File: config.mk
export PLATFORM = sky130hd
export DESIGN_NAME = router_out_arbiter
export DESIGN_NICKNAME = d
export VERILOG_FILES = /design/src/rtl/router_out_arbiter.sv
export SDC_FILE = /design/constraint.sdc
export NUM_CORES = 1
export LEC_CHECK = 0
export ABC_CLOCK_PERIOD_IN_PS = 5900
export BUFFER_PORTS_ARGS = -buffer_cell sky130_fd_sc_hd__buf_4
export CAP_MARGIN = 20
export CORE_MARGIN = 5
export CORE_UTILIZATION = 33
export CTS_CLUSTER_SIZE = 20
export DETAILED_ROUTE_END_ITERATION = 8
export PLACE_DENSITY = 0.78
export SETUP_SLACK_MARGIN = 0.4
export SLEW_MARGIN = 25
export SYNTH_ARGS = -nofsm -noshare
export SYNTH_HDL_FRONTEND = slang
export SYNTH_SLANG_ARGS = --single-unit
File: constraint.sdc
create_clock -name clk -period 5.9 [get_ports clk]
set_input_delay 0.59 -clock clk [delete_from_list [all_inputs] [get_ports clk]]
set_output_delay 0.59 -clock clk [all_outputs]
set_load 0.03 [all_outputs]
File: src/rtl/router_out_arbiter.sv
// router_out_arbiter
//   Switch arbiter for one router output port. The five input FIFO heads (N,E,S,W,L) compete
//   for the port with round-robin fairness. The arbiter pops the winning FIFO and forwards its
//   head flit to the neighbour's input sync FIFO in the same cycle.
//   Each router has five instances, one per output direction. Route computation happens
//   upstream, so req[i] already means "head valid and routed to this port".
//
//   Ports
//     clk       in   router clock; all state updates on the rising edge
//     rst_n     in   asynchronous active-low reset; all outputs are forced to 0 while low
//     req       in   per-input request (FIFO head valid and routed here)
//     data_in   in   packed head flits, input i at [i*DATASIZE +: DATASIZE]
//     out_full  in   downstream FIFO full; no write happens while high
//     rd_en     out  one-hot pop to the granted input FIFO (its rinc)
//     out_data  out  granted flit (downstream wdata)
//     out_valid out  write strobe to the downstream FIFO (its winc)
//     out_src   out  index of the granted input, 0 when out_valid=0
//
//   Build option
//     ARB_WORMHOLE_LOCK_EN: when defined, a packet whose first flit has tail=0 locks the port
//     to its input until the tail flit passes. When undefined, arbitration is per flit and
//     TAIL_BIT is ignored.

module router_out_arbiter #(
  parameter int unsigned NUM_IN   = 5,
  parameter int unsigned DATASIZE = 40,
  parameter int unsigned TAIL_BIT = 39
) (
  input  logic                         clk,
  input  logic                         rst_n,
  input  logic [NUM_IN-1:0]            req,
  input  logic [NUM_IN*DATASIZE-1:0]   data_in,
  input  logic                         out_full,
  output logic [NUM_IN-1:0]            rd_en,
  output logic [DATASIZE-1:0]          out_data,
  output logic                         out_valid,
  output logic [2:0]                   out_src
);

  localparam int unsigned PtrW = (NUM_IN > 1) ? $clog2(NUM_IN) : 1;

  typedef logic [PtrW-1:0] idx_t;

  localparam idx_t LastIdx = idx_t'(NUM_IN - 1);

  // Catch parameter sets that the fixed 3-bit out_src or the tail position cannot express.
  if (NUM_IN < 1 || NUM_IN > 8) begin : g_bad_num_in
    $error("router_out_arbiter: NUM_IN must be in 1..8 (out_src is 3 bits)");
  end
  if (TAIL_BIT >= DATASIZE) begin : g_bad_tail_bit
    $error("router_out_arbiter: TAIL_BIT must lie inside the flit");
  end

  // Next index in the ring, wrapping NUM_IN-1 -> 0.
  function automatic idx_t wrap_inc(idx_t i);
    return (i == LastIdx) ? '0 : i + idx_t'(1);
  endfunction

  // --------------------------------------------------------------------------------------------
  // Arbiter state
  // --------------------------------------------------------------------------------------------
  idx_t ptr_q;  // highest-priority input for the next grant

`ifdef ARB_WORMHOLE_LOCK_EN
  typedef enum logic [0:0] {StIdle, StLock} state_e;

  state_e state_q;
  idx_t   owner_q;  // input that holds the port while in StLock
`endif

  // --------------------------------------------------------------------------------------------
  // Eligibility: in a locked packet only the owner may compete, and the others wait even if the
  // owner's FIFO has momentarily run dry.
  // --------------------------------------------------------------------------------------------
  logic [NUM_IN-1:0] eligible;

`ifdef ARB_WORMHOLE_LOCK_EN
  always_comb begin
    eligible = req;
    if (state_q == StLock) begin
      eligible = '0;
      eligible[owner_q] = req[owner_q];
    end
  end
`else
  assign eligible = req;
`endif

  // --------------------------------------------------------------------------------------------
  // Rotating priority search, starting at ptr_q and walking up the ring.
  // --------------------------------------------------------------------------------------------
  logic found;
  idx_t grant;
  idx_t scan;

  always_comb begin
    found = 1'b0;
    grant = ptr_q;
    scan  = ptr_q;
    for (int unsigned k = 0; k < NUM_IN; k++) begin
      if (!found && eligible[scan]) begin
        found = 1'b1;
        grant = scan;
      end
      scan = wrap_inc(scan);
    end
  end

  // A transfer needs a winner and room downstream. rst_n is included so that the outputs are
  // silent during reset even though req may still be active.
  logic xfer;

  assign xfer = found & ~out_full & rst_n;

  // --------------------------------------------------------------------------------------------
  // Output mux. Pop and write are the same event, so they are asserted together or not at all.
  // --------------------------------------------------------------------------------------------
  always_comb begin
    rd_en     = '0;
    out_valid = 1'b0;
    out_data  = '0;
    out_src   = '0;
    if (xfer) begin
      rd_en[grant] = 1'b1;
      out_valid    = 1'b1;
      out_data     = data_in[grant*DATASIZE +: DATASIZE];
      out_src      = 3'(grant);
    end
  end

  // --------------------------------------------------------------------------------------------
  // State update
  // --------------------------------------------------------------------------------------------
`ifdef ARB_WORMHOLE_LOCK_EN
  logic tail;

  assign tail = data_in[grant*DATASIZE + TAIL_BIT];

  // Packet lock FSM. The pointer advances only when a packet completes, so the owner's
  // neighbour is next in line once the port is released.
  always_ff @(posedge clk or negedge rst_n) begin
    if (!rst_n) begin
      ptr_q   <= '0;
      state_q <= StIdle;
      owner_q <= '0;
    end else if (xfer) begin
      unique case (state_q)
        StIdle: begin
          if (tail) begin
            // Single-flit packet: behave like plain round robin.
            ptr_q <= wrap_inc(grant);
          end else begin
            owner_q <= grant;
            state_q <= StLock;
          end
        end
        StLock: begin
          if (tail) begin
            ptr_q   <= wrap_inc(owner_q);
            state_q <= StIdle;
          end
        end
        default: state_q <= StIdle;
      endcase
    end
  end
`else
  always_ff @(posedge clk or negedge rst_n) begin
    if (!rst_n) begin
      ptr_q <= '0;
    end else if (xfer) begin
      ptr_q <= wrap_inc(grant);
    end
  end
`endif

  // --------------------------------------------------------------------------------------------
  // Interface invariants
  // --------------------------------------------------------------------------------------------
  a_pop_matches_write : assert property (@(posedge clk) disable iff (!rst_n)
    out_valid == (|rd_en));

  a_single_pop : assert property (@(posedge clk) disable iff (!rst_n)
    $onehot0(rd_en));

  a_no_write_when_full : assert property (@(posedge clk) disable iff (!rst_n)
    out_full |-> !out_valid);

  a_pop_only_requester : assert property (@(posedge clk) disable iff (!rst_n)
    (rd_en & ~req) == '0);

endmodule

==> metrics.yaml, run 1 <==
vias_per_cell: 5.90
postRouteAntennaNets: 0
rrSetupSlack_ps: 1540
num_rows: 34
diodes: 0
drive_gt1_share_pct: 54.0
crit_slowest_cell: "or4b_4"
routedWlPerCell_um: 19.9
cts_sinks: 3
nets: 879
drv_cap: 0
dieArea_sq_mm: 0.0110
place_congestion: 0.945
tns_ps: 0
root_buffer: "clkbuf_8"
ff2ff_path_depth: 20
portBuffers: 256
antenna_found_initial: 0
cts_buffer_depth: 2
ctsHoldBuffers: 0
yosys.cell_types.count: 58
fill_cells: 765
rr_endpoint: "ptr_q[2]$_DFFE_PN0P_"
die_h_um: 105
critPathMaxFanout: 20
reg_top3: "ptr_q (3)"
status: "completed"
gr-usage-met2_pct: 43.3
finalMaxSlewViolations: 0
hpwl_um: 12100
synth_edf_count: 0
grt_max_degree: 82
yosys.area.top_type_share_pct: 20.7
worst_path_most_repeated_cell: "buf_4"
fin_skew_ps: 8.56
drc: 0
stdcell_count: 771
syn-num-nets: 647
synthArstFlopShare_pct: 100
crit_buf_inv: 6
ios: 257
yosys_most_used_dff: "dfrtp_1"
setup_slack_ps: 575
clkSlewWorstSetupHoldPaths_ps: 40
busiest_layer: "met2"
num_vias: 4549
largest_reg_flops: 3
start_kind: "flop"
yosysMostFrequentCell: "a211oi_1"
cts_tree: "built"
fmax_ghz: 0.188
r2r-start: "ptr_q[0]$_DFFE_PN0P_"
period_minus_slack_ps: 5320
hold_path_class: "input pin to async pin"
syn_inst: 432
finalSetupViolCount: 0
postSynthAreaPerCell_sq_um: 6.88
path_delay_family: "compound AO/OA/AOI/OAI gates"
grt_pass1_wl_um: 23500
clock_latency_ps: 220
tightest_slew_ps: 677
use_met1_pct: 32.1
start_util_pct: 33.9
first_iter_violations: 221
met3_usage_pct: 4.25
ys_seq_area_share_pct: 2.52
slew_headroom_pct: 53.6
hold_viol: 0
yosys_warnings: 0
drt_wl_total_um: 15300
critPathRequiredTime_ps: 5310
end_kind: "primary output"
cts_buffers: 3
synth_area_sq_mm: 0.00297
top_register: "ptr_q"
startpoint: "ptr_q[0]$_DFFE_PN0P_"
firstDrtPassIters: 5
htreeDepth: 1
rsz0062_at_grt: "yes"
critical_path_class: "flop to primary output"
grt_pass1_vias: 4542
ys_ff_latch: 3
dieWidth_um: 105
synth_common_cells: "a211oi_1, a21boi_0, nand2_1"
core_sq_mm: 0.00876
path_depth: 20
worstPathArrival_ps: 4730
slowest_delay_ps: 560
fin_crit_sh_pct: 90.2
synth_top_area_cell: "a211oi_1"
grt_use_total_pct: 25.2
pre_cts_ws_ps: 588
dp.cells: 765
path_cells: "inv_2, ha_1, nand2_1, nand2_1, ha_1, o21ai_0, a22o_1, clkinv_1, ha_2, inv_1, a21oi_1, a311oi_2, or4b_4, a211oi_4, buf_4, mux2_2, buf_4, a211oi_1, o31ai_1, buf_4"
crit_path_end: "out_data[2]"
synth_area_leaders: "a211oi_1, a21boi_0, o31ai_1"
grt_overflow: 0
syn_to_final_growth_pct: 80.2
==> per-stage QoR <==
stage                     instance area, sq um  hold slack (ps)  util [%]
after floorplan                           3110              294         -
after global placement                    5150              384      58.8
after detailed placement                  5150              389      58.8
after CTS                                 5210              154      59.4
after global routing                      5360              155      61.2
final                                     5360              156      61.2
==> how the worst min path moves through the flow <==
stage | start | end | slack, ps | cells after the start
floorplan | rst_n | ptr_q[0]$_DFFE_PN0P_ | 290 | 0
finish | rst_n | ptr_q[0]$_DFFE_PN0P_ | 160 | 1
detailed placement | rst_n | ptr_q[0]$_DFFE_PN0P_ | 390 | 1
CTS | rst_n | ptr_q[0]$_DFFE_PN0P_ | 150 | 1
global placement | rst_n | ptr_q[0]$_DFFE_PN0P_ | 380 | 1
global route | rst_n | ptr_q[0]$_DFFE_PN0P_ | 160 | 1
==> metal layers <==
layer	up-vias	wire, um
met2	238	7590
met5	-	0
met3	38	1080
li1	2171	-
met4	0	556
met1	2102	6080
==> layout make-up <==
cell class / instances / area [sq um] / share of cell area (%)
timing repair buffer: 277 / 2150 / 40.1
multi-input combinational: 366 / 2910 / 54.2
sequential: 3 / 75.1 / 1.40
tap: 108 / 135 / 2.52
inverter: 13 / 48.8 / 0.911
clock buffer: 4 / 45.0 / 0.841
==> layout by cell type, fill, tap and decap left out, types with 5 or more instances in the layout <==
cell type / Yosys / routed
inv_1: 11 / 11
a211oi_1: 82 / 68
nor3_1: 5 / 5
buf_4: 1 / 270
o21ai_0: 6 / 6
nand3_1: 7 / 7
a21boi_0: 80 / 80
a211oi_2: 0 / 14
nand2_1: 52 / 52
ha_1: 7 / 6
o31ai_2: 0 / 33
nor2_1: 10 / 10
o31ai_1: 40 / 7
a21oi_1: 11 / 9
==> cells by family (layout without fill, tap and decap cells) <==
group	after synthesis	in the layout	synth area share (%)
multiplexers	12	12	5.43
AO/OA/AOI/OAI	248	248	62.7
adder cells (fa/ha/maj)	7	7	2.94
flip-flops	3	3	2.52
buffers and inverters	63	294	9.80
XOR/XNOR	1	1	0.295
AND/OR/NAND/NOR	98	98	16.3
==> timing repair <==
item,4_1_cts,5_1_grt
resized for setup,0,33
pin swaps,1,4
buffers inserted,1,1
endpoints found under the setup margin,21,47
Power of run 1 is not shown: default switching activity piles up to over one toggle a cycle in this logic, so the estimate is an artifact.
==> run 2, diff against run 1 <==
--- a/config.mk
+++ b/config.mk
@@ -8,11 +8,11 @@
 export ABC_CLOCK_PERIOD_IN_PS = 5900
 export BUFFER_PORTS_ARGS = -buffer_cell sky130_fd_sc_hd__buf_4
 export CAP_MARGIN = 20
-export CORE_MARGIN = 5
-export CORE_UTILIZATION = 33
+export CORE_AREA = 5 5 95 97
 export CTS_CLUSTER_SIZE = 20
 export DETAILED_ROUTE_END_ITERATION = 8
-export PLACE_DENSITY = 0.78
+export DIE_AREA = 0 0 100 102
+export PLACE_DENSITY = 0.86
 export SETUP_SLACK_MARGIN = 0.4
 export SLEW_MARGIN = 25
 export SYNTH_ARGS = -nofsm -noshare
==> metrics.yaml, run 2 (synthesis gave the netlist of run 1 again) <==
firstDrtPassIters: 4  # -1
drive_gt1_share_pct: 53.9  # -0.10 points
hold_path_class: "input pin to async pin"
drt_wl_total_um: 15800  # +3.0%
top_register: "ptr_q"
busiest_layer: "met2"
ios: 257  # unchanged
hold_viol: 0  # unchanged
num_vias: 4633  # +1.8%
portBuffers: 256  # unchanged
place_congestion: 0.956  # +1.2%
finalMaxSlewViolations: 0  # unchanged
stdcell_count: 773  # +0.26%
clkSlewWorstSetupHoldPaths_ps: 30  # about the same
fin_skew_ps: 2.77  # -5.78 ps
crit_slowest_cell: "or4b_4"
drc: 0  # unchanged
met3_usage_pct: 5.94  # +1.7 points
ctsHoldBuffers: 0  # unchanged
syn_to_final_growth_pct: 81.3
dieArea_sq_mm: 0.0102  # -7.4%
htreeDepth: 1  # unchanged
fin_crit_sh_pct: 90.9  # +0.65 points
cts_sinks: 3  # unchanged
layout_commonest_cell: "buf_4"
diodes: 0  # unchanged
num_rows: 33  # -2.9%
setup_slack_ps: 537  # -38.3 ps
hpwl_um: 12600  # +4.2%
clock_latency_ps: 210  # about the same
finalSetupViolCount: 0  # unchanged
status: "completed"
fmax_ghz: 0.186  # -0.71%
slowest_delay_ps: 550  # about the same
cts_tree: "built"
antenna_found_initial: 0  # unchanged
pre_cts_ws_ps: 375  # -213 ps
gr-usage-met2_pct: 50.5  # +7.1 points
vias_per_cell: 5.99  # +1.6%
grt_pass1_vias: 4784  # +5.3%
start_util_pct: 36.9  # +3.0 points
worstPathArrival_ps: 4770  # +40 ps
dp.cells: 762  # -0.39%
mostFrequentLayoutCells: "buf_4, a21boi_0, a211oi_1"
nets: 884  # +0.57%
crit_buf_inv: 7  # +1
critical_path_class: "flop to primary output"
cts_buffer_depth: 2  # unchanged
period_minus_slack_ps: 5360  # +38.3 ps
dieWidth_um: 100  # -4.7%
path_cells: "inv_1, ha_2, inv_1, ha_1, o21ai_0, a22o_1, clkinv_1, ha_1, inv_1, a21oi_2, a311oi_4, or4b_4, a211oi_4, buf_4, mux2_2, buf_4, a211oi_1, o31ai_2, buf_4"
tns_ps: 0  # unchanged
reg_top3: "ptr_q (3)"
grt_overflow: 0  # unchanged
core_sq_mm: 0.00805  # -8.1%
grt_max_degree: 63  # -23%
grt_use_total_pct: 28.8  # +3.6 points
use_met1_pct: 34.1  # +2.0 points
critPathRequiredTime_ps: 5310  # about the same
end_kind: "primary output"
path_delay_family: "compound AO/OA/AOI/OAI gates"
postRouteAntennaNets: 0  # unchanged
rsz0062_at_grt: "no"
grt_pass1_wl_um: 24000  # +2.1%
slew_headroom_pct: 49.2  # -4.4 points
largest_reg_flops: 3  # unchanged
die_h_um: 102  # -2.8%
root_buffer: "clkbuf_8"
cts_buffers: 3  # unchanged
tightest_slew_ps: 741  # +64.2 ps
first_iter_violations: 342  # +55%
critPathMaxFanout: 12  # -40%
routedWlPerCell_um: 20.4  # +2.7%
start_kind: "flop"
post-route-util_pct: 67.0  # +5.8 points
drv_cap: 0  # unchanged
[run 2: metrics by stage]
stage               hold slack, ps  area, sq um
floorplan                      294         3110
global placement               382         5150
detailed placement             383         5150
CTS                            156         5220
global route                   161         5390
finish                         160         5390
[run 2: what timing repair did]
item,CTS,global route
buffers inserted,2,5
endpoints found under the setup margin,46,47
pin swaps,1,4
gates resized for setup,3,25
[run 2: final cells by class]
type / instances / area (sq um)
multi-input cells: 366 / 2920
fillers: 680 / 2660
repair buffers: 282 / 2170
well taps: 105 / 131
flip-flops and latches: 3 / 76.3
inverters: 13 / 48.8
clock buffers: 4 / 45.0
[run 2: worst reg2reg max path, cell delays in order (launching register included)]
cell and delay (ps):
dfrtp_2 400, inv_1 80, ha_2 360, inv_1 80, ha_1 250, o21ai_0 120, a22o_1 200, clkinv_1 110
ha_1 350, inv_1 100, a21oi_2 190, a311oi_4 160, or4b_4 550, a211oi_4 290, buf_4 170, nor3b_2 250
or3_4 180, buf_12 260, nor3_2 100, a21o_1 160
[run 2: metal layers]
layer | routed length (um) | part of all wire [%]
met3 | 1170 | 7.4
met5 | 0 | 0
met2 | 8000 | 51
met4 | 730 | 4.6
met1 | 5860 | 37
[run 2: final timing paths]
path / slack, ps / depth (start not counted) / startpoint / endpoint
worst max-delay path: 540 / 19 / ptr_q[1]$_DFFE_PN0P_ / out_data[11]
worst min-delay path: 160 / 1 / rst_n / ptr_q[1]$_DFFE_PN0P_
worst max register to register: 1430 / 19 / ptr_q[1]$_DFFE_PN0P_ / ptr_q[2]$_DFFE_PN0P_
worst min register to register: 610 / 2 / ptr_q[0]$_DFFE_PN0P_ / ptr_q[0]$_DFFE_PN0P_
max in group asynchronous: 5630 / 1 / rst_n / ptr_q[1]$_DFFE_PN0P_
min in group clk: 610 / 2 / ptr_q[0]$_DFFE_PN0P_ / ptr_q[0]$_DFFE_PN0P_
Power of run 2 is left out for the same reason.
==> run 3, diff against run 2 <==
--- a/config.mk
+++ b/config.mk
@@ -8,11 +8,11 @@
 export ABC_CLOCK_PERIOD_IN_PS = 5900
 export BUFFER_PORTS_ARGS = -buffer_cell sky130_fd_sc_hd__buf_4
 export CAP_MARGIN = 20
-export CORE_AREA = 5 5 95 97
+export CORE_MARGIN = 5
+export CORE_UTILIZATION = 35
 export CTS_CLUSTER_SIZE = 20
 export DETAILED_ROUTE_END_ITERATION = 8
-export DIE_AREA = 0 0 100 102
-export PLACE_DENSITY = 0.86
+export PLACE_DENSITY = 0.82
 export SETUP_SLACK_MARGIN = 0.4
 export SLEW_MARGIN = 25
 export SYNTH_ARGS = -nofsm -noshare
==> constraint.sdc (replaced) <==
create_clock -name clk -period 5.9 [get_ports clk]
set_input_delay 0.59 -clock clk [delete_from_list [all_inputs] [get_ports clk]]
set_output_delay 0.59 -clock clk [all_outputs]
set_load 0.05 [all_outputs]
==> metrics.yaml, run 3 (synthesis gave the netlist of run 1 again) <==
htreeDepth: 1  # unchanged
fin_skew_ps: 2.68  # -0.0952 ps
slew_headroom_pct: 42.1  # -7.1 points
diodes: 0  # unchanged
cts_sinks: 3  # unchanged
drv_cap: 0  # unchanged
clock_latency_ps: 210  # about the same
ctsHoldBuffers: 0  # unchanged
start_kind: "flop"
path_depth: 20  # +1
drive_gt1_share_pct: 57.8  # +3.9 points
hold_viol: 0  # unchanged
cts_buffer_depth: 2  # unchanged
cts_buffers: 3  # unchanged
die_h_um: 102  # +0.18%
grt_pass1_wl_um: 23900  # -0.29%
period_minus_slack_ps: 5330  # -35.9 ps
path_cells: "inv_1, ha_2, nand2_1, nand2_1, ha_1, o21ai_0, a22o_1, inv_2, ha_4, inv_1, a31oi_1, nor2_1, or4b_4, a211oi_4, buf_4, mux2_2, buf_12, a211oi_1, o31ai_4, buf_4"
place_area_sq_mm: 0.00553  # +7.4%
mostFrequentLayoutCells: "buf_4, a21boi_0, a211oi_1"
final_cell_area_sq_mm: 0.00591  # +9.6%
grt_pass1_vias: 4524  # -5.4%
critPathMaxFanout: 26  # +14
dieWidth_um: 102  # +2.2%
dieArea_sq_mm: 0.0104  # +2.4%
fin_crit_sh_pct: 90.3  # -0.61 points
antenna_found_initial: 0  # unchanged
drt_wl_total_um: 16500  # +4.7%
crit_buf_inv: 6  # -1
layout_commonest_cell: "buf_4"
nets: 892  # +0.90%
num_rows: 33  # unchanged
start_util_pct: 36.0  # -0.92 points
reg_top3: "ptr_q (3)"
crit_slowest_cell: "or4b_4"
worstPathArrival_ps: 4740  # -30 ps
end_kind: "primary output"
cts_tree: "built"
clkSlewWorstSetupHoldPaths_ps: 30  # about the same
syn_to_final_growth_pct: 98.6
tightest_slew_ps: 845  # +103 ps
slowest_delay_ps: 520  # -30 ps
postRouteAntennaNets: 0  # unchanged
hold_path_class: "input pin to async pin"
hpwl_um: 13100  # +4.1%
ff2ff_path_depth: 20  # +1
ios: 257  # unchanged
rsz0062_at_grt: "no"
top_register: "ptr_q"
routedWlPerCell_um: 21.1  # +3.6%
finalMaxSlewViolations: 0  # unchanged
portBuffers: 256  # unchanged
finalSetupViolCount: 0  # unchanged
critical_path_class: "flop to primary output"
stdcell_count: 781  # +1.0%
dp.cells: 765  # +0.39%
grt_max_degree: 82  # +30%
drc: 0  # unchanged
vias_per_cell: 6.04  # +0.77%
core_sq_mm: 0.00826  # +2.6%
firstDrtPassIters: 4  # unchanged
root_buffer: "clkbuf_8"
first_iter_violations: 234  # -32%
place_congestion: 0.967  # +1.1%
grt_use_total_pct: 28.5  # -0.27 points
fmax_ghz: 0.188  # +0.67%
grt_overflow: 0  # unchanged
path_delay_family: "compound AO/OA/AOI/OAI gates"
largest_reg_flops: 3  # unchanged
critPathRequiredTime_ps: 5310  # about the same
status: "completed"
num_vias: 4717  # +1.8%
-- run 3: cell count changes in the layout (fill, tap and decap cells not counted), moves of 4 or more --
cell,previous run,this run
a211oi_1,74,58
buf_12,4,8
o31ai_1,7,1
a211oi_2,8,24
buf_6,2,11
buf_4,276,270
o31ai_2,33,10
o31ai_4,0,29
-- run 3: path summary, 6_finish.rpt --
path | slack, ps | start | endpoint
hold reg to reg | 600 | ptr_q[0]$_DFFE_PN0P_ | ptr_q[0]$_DFFE_PN0P_
hold / removal | 170 | rst_n | ptr_q[2]$_DFFE_PN0P_
setup / recovery | 570 | ptr_q[1]$_DFFE_PN0P_ | out_data[11]
max in group asynchronous | 5620 | rst_n | ptr_q[1]$_DFFE_PN0P_
setup reg to reg | 1440 | ptr_q[1]$_DFFE_PN0P_ | ptr_q[2]$_DFFE_PN0P_
min in group clk | 600 | ptr_q[0]$_DFFE_PN0P_ | ptr_q[0]$_DFFE_PN0P_
-- run 3: routing by layer --
metal,vias to the layer above,GRT usage [%],wire length (um)
met3,34,7.99,1340
met5,-,0,0
met1,2284,33.5,6080
met2,211,51.2,8640
li1,2188,-,-
met4,0,6.86,451
-- run 3: metrics by stage --
step	TNS, ps	setup WS (ps)	utilization, %	hold slack, ps
2_1_floorplan	-15.2	-5.06	-	294
3_3_place_gp	0	542	67.0	384
3_5_place_dp	0	409	67.0	389
4_1_cts	0	420	67.9	164
5_1_grt	0	401	71.5	158
6_report	0	573	71.5	165
-- run 3: what timing repair did --
action,4_1_cts,5_1_grt
endpoints found under the setup margin,40,44
resized for setup,3,49
pin swaps,1,5
buffers inserted,3,9
-- run 3: cell type report --
| class | instances | area [sq um] |
|---|---|---|
| well taps | 105 | 131 |
| clock buffers | 4 | 45.0 |
| flip-flops and latches | 3 | 77.6 |
| fillers | 640 | 2350 |
| multi-input cells | 366 | 3280 |
| inverters | 13 | 48.8 |
| repair buffers | 290 | 2330 |
-- run 3: worst register-to-register path, cell delays in order (launching register included) --
cell	delay, ps
dfrtp_2	430
inv_1	100
ha_2	220
nand2_1	60
nand2_1	120
ha_1	220
o21ai_0	130
a22o_1	280
inv_2	90
ha_4	210
inv_1	110
a31oi_1	150
nor2_1	180
or4b_4	520
a211oi_4	330
a311oi_2	100
or3_4	470
buf_4	180
buf_4	130
nor3_2	230
a21o_1	120
Power of run 3 is left out for the same reason.
